## src/rtl/conv_bin_seq_pkg.sv

```systemverilog
// conv_pkg: shared types and helpers for the sequential binary convolution.
//   state_e    - frame sequencer states (IDLE/RUN/DONE)
//   width_of   - clog2 clamped to at least one bit (for index fields)
//   out_w      - output map side for a given image/kernel side
//   cnt_w      - raw popcount width for a KxK window
//   sat        - clamp a count to the largest value representable in bw bits
//   DEF_*      - derived widths for the default configuration (28/5/10)
package conv_pkg;

  typedef enum logic [1:0] {
    IDLE = 2'd0,
    RUN  = 2'd1,
    DONE = 2'd2
  } state_e;

  function automatic int unsigned width_of(input int unsigned n);
    return (n > 1) ? $clog2(n) : 1;
  endfunction

  function automatic int unsigned out_w(input int unsigned img_w, input int unsigned k);
    return img_w - k + 1;
  endfunction

  function automatic int unsigned cnt_w(input int unsigned k);
    return $clog2(k * k + 1);
  endfunction

  function automatic int unsigned sat(input int unsigned cnt, input int unsigned bw);
    int unsigned max_v;
    max_v = (bw >= 32) ? 32'hFFFF_FFFF : ((32'd1 << bw) - 32'd1);
    return (cnt > max_v) ? max_v : cnt;
  endfunction

  localparam int unsigned DEF_OUT_W = out_w(28, 5);
  localparam int unsigned DEF_CNT_W = cnt_w(5);
  localparam int unsigned DEF_CH_W  = width_of(10);
  localparam int unsigned DEF_POS_W = width_of(DEF_OUT_W);

endpackage

```

## src/rtl/conv_bin_seq_popcnt.sv

```systemverilog
// bin_win_popcnt: combinational window engine.
//   win_i  - K*K window bits taken from the image
//   ker_i  - K*K kernel bits (same bit ordering as win_i)
//   mode_i - 0: count mismatches (XOR), 1: count matches (XNOR)
//   cnt_o  - popcount saturated to BW bits
module bin_win_popcnt
  import conv_pkg::*;
#(
  parameter int K  = 5,
  parameter int BW = 8
) (
  input  logic [K*K-1:0] win_i,
  input  logic [K*K-1:0] ker_i,
  input  logic           mode_i,
  output logic [BW-1:0]  cnt_o
);

  localparam int CNT_W = cnt_w(K);

  logic [CNT_W-1:0] cnt;

  // XNOR is XOR with the mode bit folded in: a ^ b ^ 1.
  always_comb begin
    cnt = '0;
    for (int unsigned i = 0; i < K * K; i++) begin
      cnt = cnt + CNT_W'(win_i[i] ^ ker_i[i] ^ mode_i);
    end
    cnt_o = BW'(sat(32'(cnt), BW));
  end

endmodule

```

## src/rtl/conv_bin_seq.sv

```systemverilog
// conv_bin_seq: time-multiplexed binary first-layer convolution.
// Latches one image, NCH kernels and the mode on i_start, then streams every
// output element (channel-major, row, column) over a valid/ready interface.
//   i_clk, i_rst_n        - clock, synchronous active-low reset
//   i_start, i_mode       - frame start (IDLE only) and XOR/XNOR select
//   i_image, i_kernels    - packed ascending image / kernel bits
//   o_valid, i_ready      - output handshake
//   o_data                - saturated popcount for (o_ch, o_row, o_col)
//   o_ch, o_row, o_col    - coordinates of the current beat
//   o_last                - final beat of the frame
//   o_busy, o_done        - frame in progress / one-cycle end-of-frame pulse
module conv_bin_seq
  import conv_pkg::*;
#(
  parameter int IMG_W = 28,
  parameter int K     = 5,
  parameter int NCH   = 10,
  parameter int BW    = 8
) (
  input  logic                           i_clk,
  input  logic                           i_rst_n,
  input  logic                           i_start,
  input  logic                           i_mode,
  input  logic [0:IMG_W*IMG_W-1]         i_image,
  input  logic [0:NCH*K*K-1]             i_kernels,
  output logic                           o_valid,
  input  logic                           i_ready,
  output logic [BW-1:0]                  o_data,
  output logic [width_of(NCH)-1:0]       o_ch,
  output logic [width_of(IMG_W-K+1)-1:0] o_row,
  output logic [width_of(IMG_W-K+1)-1:0] o_col,
  output logic                           o_last,
  output logic                           o_busy,
  output logic                           o_done
);

  localparam int OUT_W  = IMG_W - K + 1;
  localparam int CH_W   = width_of(NCH);
  localparam int POS_W  = width_of(OUT_W);
  localparam int NPIX   = IMG_W * IMG_W;
  localparam int NKB    = NCH * K * K;
  localparam int PIX_IW = width_of(NPIX);
  localparam int KER_IW = width_of(NKB);

  if (K > IMG_W || NCH < 1) begin : g_param_check
    $error("conv_bin_seq: requires K <= IMG_W and NCH >= 1");
  end

  state_e           state_q, state_d;
  logic             mode_q, mode_d;
  logic             more_q, more_d;
  logic [CH_W-1:0]  ch_q, ch_d;
  logic [POS_W-1:0] row_q, row_d;
  logic [POS_W-1:0] col_q, col_d;

  logic             valid_q, valid_d;
  logic [BW-1:0]    data_q, data_d;
  logic [CH_W-1:0]  och_q, och_d;
  logic [POS_W-1:0] orow_q, orow_d;
  logic [POS_W-1:0] ocol_q, ocol_d;
  logic             last_q, last_d;
  logic             done_q, done_d;

  logic [0:NPIX-1]  img_q;
  logic [0:NKB-1]   ker_q;

  logic [K*K-1:0]    win;
  logic [K*K-1:0]    ker_win;
  logic [PIX_IW-1:0] pix_idx;
  logic [KER_IW-1:0] ker_idx;
  logic [BW-1:0]     pop_cnt;

  logic accept;
  logic at_final;
  logic col_end;
  logic row_end;

  assign accept   = (state_q == IDLE) && i_start;
  assign col_end  = (col_q == POS_W'(OUT_W - 1));
  assign row_end  = (row_q == POS_W'(OUT_W - 1));
  assign at_final = (ch_q == CH_W'(NCH - 1)) && row_end && col_end;

  // Frame operands carry no reset: they are only observed after a start.
  always_ff @(posedge i_clk) begin
    if (accept) begin
      img_q <= i_image;
      ker_q <= i_kernels;
    end
  end

  // Window mux for the current (ch,row,col) counters.
  always_comb begin
    win     = '0;
    ker_win = '0;
    pix_idx = '0;
    ker_idx = '0;
    for (int unsigned kr = 0; kr < K; kr++) begin
      for (int unsigned kc = 0; kc < K; kc++) begin
        pix_idx = PIX_IW'((32'(row_q) + kr) * IMG_W + 32'(col_q) + kc);
        ker_idx = KER_IW'(32'(ch_q) * K * K + kr * K + kc);
        win[kr*K+kc]     = img_q[pix_idx];
        ker_win[kr*K+kc] = ker_q[ker_idx];
      end
    end
  end

  bin_win_popcnt #(
    .K (K),
    .BW(BW)
  ) u_popcnt (
    .win_i (win),
    .ker_i (ker_win),
    .mode_i(mode_q),
    .cnt_o (pop_cnt)
  );

  always_comb begin
    state_d = state_q;
    mode_d  = mode_q;
    more_d  = more_q;
    ch_d    = ch_q;
    row_d   = row_q;
    col_d   = col_q;
    valid_d = valid_q;
    data_d  = data_q;
    och_d   = och_q;
    orow_d  = orow_q;
    ocol_d  = ocol_q;
    last_d  = last_q;
    done_d  = 1'b0;

    unique case (state_q)
      IDLE: begin
        if (i_start) begin
          mode_d  = i_mode;
          more_d  = 1'b1;
          ch_d    = '0;
          row_d   = '0;
          col_d   = '0;
          state_d = RUN;
        end
      end

      RUN: begin
        if (valid_q && i_ready && last_q) begin
          valid_d = 1'b0;
          last_d  = 1'b0;
          done_d  = 1'b1;
          state_d = DONE;
        end else if ((!valid_q || i_ready) && more_q) begin
          valid_d = 1'b1;
          data_d  = pop_cnt;
          och_d   = ch_q;
          orow_d  = row_q;
          ocol_d  = col_q;
          last_d  = at_final;
          more_d  = !at_final;
          if (col_end) begin
            col_d = '0;
            if (row_end) begin
              row_d = '0;
              ch_d  = ch_q + CH_W'(1);
            end else begin
              row_d = row_q + POS_W'(1);
            end
          end else begin
            col_d = col_q + POS_W'(1);
          end
        end else if (valid_q && i_ready) begin
          valid_d = 1'b0;
        end
      end

      DONE: begin
        state_d = IDLE;
      end

      default: state_d = IDLE;
    endcase
  end

  always_ff @(posedge i_clk) begin
    if (!i_rst_n) begin
      state_q <= IDLE;
      mode_q  <= 1'b0;
      more_q  <= 1'b0;
      ch_q    <= '0;
      row_q   <= '0;
      col_q   <= '0;
      valid_q <= 1'b0;
      data_q  <= '0;
      och_q   <= '0;
      orow_q  <= '0;
      ocol_q  <= '0;
      last_q  <= 1'b0;
      done_q  <= 1'b0;
    end else begin
      state_q <= state_d;
      mode_q  <= mode_d;
      more_q  <= more_d;
      ch_q    <= ch_d;
      row_q   <= row_d;
      col_q   <= col_d;
      valid_q <= valid_d;
      data_q  <= data_d;
      och_q   <= och_d;
      orow_q  <= orow_d;
      ocol_q  <= ocol_d;
      last_q  <= last_d;
      done_q  <= done_d;
    end
  end

  assign o_valid = valid_q;
  assign o_data  = data_q;
  assign o_ch    = och_q;
  assign o_row   = orow_q;
  assign o_col   = ocol_q;
  assign o_last  = last_q;
  assign o_done  = done_q;
  assign o_busy  = (state_q != IDLE);

endmodule

```

## config.mk

```make
export PLATFORM = sky130hd
export DESIGN_NAME = conv_bin_seq
export DESIGN_NICKNAME = d
export VERILOG_FILES = /design/src/rtl/conv_bin_seq_pkg.sv /design/src/rtl/conv_bin_seq_popcnt.sv /design/src/rtl/conv_bin_seq.sv
export SDC_FILE = /design/constraint.sdc
export NUM_CORES = 2
export LEC_CHECK = 0
export CORE_MARGIN = 2
export CORE_UTILIZATION = 38
export CTS_CLUSTER_SIZE = 16
export DETAILED_ROUTE_END_ITERATION = 8
export PLACE_DENSITY_LB_ADDON = 0.1
export SLEW_MARGIN = 20
export SYNTH_ARGS = -nofsm -noshare
export SYNTH_HDL_FRONTEND = slang
export SYNTH_SLANG_ARGS = --single-unit
```

## constraint.sdc

```tcl
create_clock -name i_clk -period 27.8 [get_ports i_clk]
set_clock_uncertainty 0.2 [all_clocks]
set_input_delay 5.56 -clock i_clk [delete_from_list [all_inputs] [get_ports i_clk]]
set_output_delay 5.56 -clock i_clk [all_outputs]
set_load 0.1 [all_outputs]
```

==> PnR_summary.wiki <==
{| class="wikitable"
! Metric !! Value
|-
| Result of the run || completed
|-
| Post-detailed-route DRC marker count || 0
|-
| Total non-filler cell area in the finished layout || 0.146 mm^2
|-
| Fraction of layout cells with a size suffix above 1 || 0.318
|-
| Peak supply drop || 284 uV
|-
| Global-route wire length before repair || 996 mm
|-
| Worst path bufs/invs || 8
|-
| Number of port buffers || 1061
|-
| Worst hold-check path type || flip-flop to flip-flop
|-
| Worst hold path cell count || 2
|-
| Fill cell total of the finished layout || 29.7k
|-
| Avg Synthesized Cell Area || 13.0 um^2
|-
| Async set-or-reset flop fraction in the synthesized netlist || 0
|-
| Worst endpoint required time || 28390 ps
|-
| Final-layout setup total negative slack || 0 ps
|-
| Maximum fanout along the worst path || 22
|-
| Hold Fails Final Rpt || 0
|-
| Pins over their slew limit || 0
|-
| Unique cell type count in the Yosys netlist || 109
|-
| Number of max-cap violations || 0
|-
| Max stage delay cell, worst path || sky130_fd_sc_hd__xnor2_2
|-
| Cell count after synthesis || 9604
|-
| RSZ-0062 raised after global routing || no
|-
| Most common library cell in the layout ignoring fill and taps || sky130_fd_sc_hd__mux4_2
|-
| Number of buffers created by CTS || 117
|-
| Core occupancy in the finished layout || 0.447
|-
| Layout Area Growth over Synthesis || 17.1%
|-
| Most used cells in the layout excluding fill and tap cells || sky130_fd_sc_hd__mux4_2 (1975), sky130_fd_sc_hd__mux2i_1 (1441), sky130_fd_sc_hd__clkdlybuf4s50_1 (1060), sky130_fd_sc_hd__edfxtp_1 (1034), sky130_fd_sc_hd__nand2_1 (734)
|-
| Top_reg_cell synth || sky130_fd_sc_hd__edfxtp_1
|-
| Netlist area before placement || 0.125 mm^2
|-
| Antenna violations before repair || 109
|-
| Detailed-route wire length || 761 mm
|-
| Setup slack on the worst flop-to-flop path || 14830 ps
|-
| Clock tree root driver cell || sky130_fd_sc_hd__clkbuf_16
|-
| Global Route Usage Sum || 0.447
|-
| Placed cell count || 14.6k
|-
| Arrival time of data at the critical path endpoint || 13550 ps
|-
| Delay of the slowest critical-path stage || 970 ps
|-
| Avg WL per Cell || 51.0 um
|-
| Maximum number of pins on one net before global-route repair || 166
|-
| Number of DRC violations after detailed-routing iteration 0 || 19.0k
|-
| Gate family responsible for the most delay along the worst path || adder cells
|-
| Clock transition time at the flip-flop clock pins of the worst setup and hold paths || 70 ps
|-
| Startpoint of the most critical hold path || o_col[0]
|-
| Vias in the first global route || 105k
|-
| Sequential fraction of the synthesis area || 0.255
|-
| GRT Residual Overflow || 0
|-
| Most used cell along the critical path || sky130_fd_sc_hd__fa_1
|-
| Crit Path Category || flip-flop to flip-flop
|-
| Warning count from the yosys run || 0
|-
| Die area || 0.333 mm^2
|-
| Number of buffers inserted to repair setup after CTS || 0
|-
| Bufs on Longest Clock Path || 4
|-
| Worst-case headroom to the max-slew limit || 0.102
|-
| Peak clock frequency supported by timing || 77.1 MHz
|-
| Number of rows created at floorplan || 210
|-
| Starting density of the core || 0.382
|-
| Net count, final || 11.6k
|-
| Register-to-Register Path Depth || 31
|-
| Finished Layout Cells || 14.9k
|-
| Number of flops mapped to enable cells by yosys || 1034
|-
| Setup violators final || 0
|-
| Actual transition at the worst max-transition pin || 1340 ps
|-
| Clock latency on the worst-skew pair || 900 ps
|-
| Endpoint with the worst hold slack || o_col[0]
|-
| HPWL reported at the end of detailed placement || 611 mm
|-
| Kind of end point of the critical path || flip-flop
|-
| Areal power density over the cells || 64.3 mW/mm^2
|-
| Overall power consumption || 9.39 mW
|-
| Die H || 577 um
|-
| Final period utilization || 0.466
|-
| Lkg Pwr || 49.0 nW
|-
| Shortest clock period the worst path allows after layout || 12970 ps
|-
| Number of top-level pins || 1065
|-
| Routed via count divided by cell count || 7.48
|-
| Via count of the routed design || 112k
|-
| R2R Path End || o_data[3]
|-
| Antenna violation net count after detailed routing || 0
|-
| Standard cell core area || 0.327 mm^2
|-
| Dpl cell area || 0.142 mm^2
|-
| TritonCTS clock tree || built
|-
| Detailed Routing Iterations Pass 1 || 9
|-
| Count of instances resized after the clock tree is built || 0
|-
| Level count of the clock H-tree || 3
|-
| RePlAce Congestion || 1.11
|-
| Startpoint Class || flip-flop
|-
| Count of state elements after synthesis || 1074
|-
| Clock sink count || 1074
|-
| Count of hold buffers inserted by post-cts repair || 0
|-
| Width of the chip || 577 um
|-
| Launch instance of the worst register-to-register path || row_q[0]
|}
-- layer usage --
| metal | track usage | up-vias | part of all wire |
|---|---|---|---|
| met5 | 0 | - | 0.00039 |
| met4 | 0.287 | 46 | 0.078 |
| met3 | 0.165 | 1989 | 0.13 |
| met2 | 0.633 | 9484 | 0.41 |
| met1 | 0.575 | 58400 | 0.37 |
| li1 | - | 41600 | - |
-- through the flow --
| step | hold slack (ps) | setup slack, ps |
|---|---|---|
| final | 274 | 14830 |
| after global routing | 286 | 14880 |
| after CTS | 275 | 15400 |
| after detailed placement | 263 | 15430 |
| after global placement | 256 | 15330 |
| after floorplan | 254 | 698 |
-- worst register-to-register path, delay by kind of cell (launching register included) --
family                   cells  cell delay [ps]
flip-flops                   1              710
XOR/XNOR                     3             1420
adder cells (fa/ha/maj)      8             3950
multiplexers                 2              790
AO/OA/AOI/OAI                8             2870
AND/OR/NAND/NOR              2              520
buffers and inverters        8             2380
-- synth_stat cells, types with 74 or more instances --
cell                       count  area, um^2
sky130_fd_sc_hd__a211oi_1    103         773
sky130_fd_sc_hd__a21oi_1     263        1320
sky130_fd_sc_hd__buf_1        89         334
sky130_fd_sc_hd__buf_2       320        1600
sky130_fd_sc_hd__buf_4       192        1440
sky130_fd_sc_hd__clkbuf_1    243         912
sky130_fd_sc_hd__edfxtp_1   1034       31000
sky130_fd_sc_hd__ha_1        103        1290
sky130_fd_sc_hd__inv_1       113         424
sky130_fd_sc_hd__mux2_2      396        4460
sky130_fd_sc_hd__mux2i_1    1468       14700
sky130_fd_sc_hd__mux4_2     1975       44500
sky130_fd_sc_hd__nand2_1     735        2760
sky130_fd_sc_hd__nand3_1     212        1060
sky130_fd_sc_hd__nand4_1      74         463
sky130_fd_sc_hd__nor2_1      413        1550
sky130_fd_sc_hd__nor2b_1      86         538
sky130_fd_sc_hd__nor3_1      118         591
sky130_fd_sc_hd__o21ai_0     161         806
sky130_fd_sc_hd__xnor2_1     290        2540
sky130_fd_sc_hd__xor2_1      105         920
-- worst max path at each step --
stage | start | endpoint | slack (ps) | cells past startpoint
6_report | row_q[0] | o_data[3] | 14830 | 31
5_1_grt | row_q[0] | o_data[3] | 14880 | 31
4_1_cts | row_q[0] | o_data[3] | 15400 | 31
3_5_place_dp | row_q[0] | o_data[3] | 15430 | 31
3_3_place_gp | row_q[0] | o_data[3] | 15330 | 31
2_1_floorplan | i_start | img_q[0] | 700 | 2
-- layout make-up --
| cell class | instances | area [um^2] | area share |
|---|---|---|---|
| Clock inverter | 77 | 915 | 0.00626 |
| Tap cell | 4346 | 5440 | 0.0372 |
| Sequential cell | 1074 | 31900 | 0.218 |
| Inverter | 122 | 483 | 0.00331 |
| Multi-Input combinational cell | 7528 | 89700 | 0.614 |
| Clock buffer | 136 | 3020 | 0.0207 |
| Antenna cell | 95 | 238 | 0.00163 |
| Timing Repair Buffer | 1531 | 14400 | 0.0986 |
-- cell families (layout without fill, tap and decap cells) --
family / count (synthesis) / in the layout / share of synthesized area
flip-flops: 1074 / 1074 / 0.255
AO/OA/AOI/OAI: 1214 / 1214 / 0.0679
AND/OR/NAND/NOR: 1863 / 1863 / 0.0683
adder cells (fa/ha/maj): 150 / 150 / 0.0179
buffers and inverters: 1004 / 1866 / 0.0415
XOR/XNOR: 454 / 454 / 0.0379
multiplexers: 3844 / 3844 / 0.511
other: 1 / 98 / 0.0000301
-- flip-flops by register name, indices dropped and copies added, names as in the netlist --
| signal | cells |
|---|---|
| o_done | 1 |
| ker_q | 250 |
| o_valid | 1 |
| state_q | 2 |
| o_col | 5 |
| o_data | 5 |
| col_q | 5 |
| more_q | 1 |
| ch_q | 4 |
| mode_q | 1 |
| o_last | 1 |
| o_ch | 4 |
| img_q | 784 |
| o_row | 5 |
| row_q | 5 |
-- power breakdown --
part | internal, mW | switching (mW)
clock | 0.939 | 0.682
sequential | 1.90 | 0.192
combinational | 2.25 | 3.43
Power figures use the tool's default switching activity.
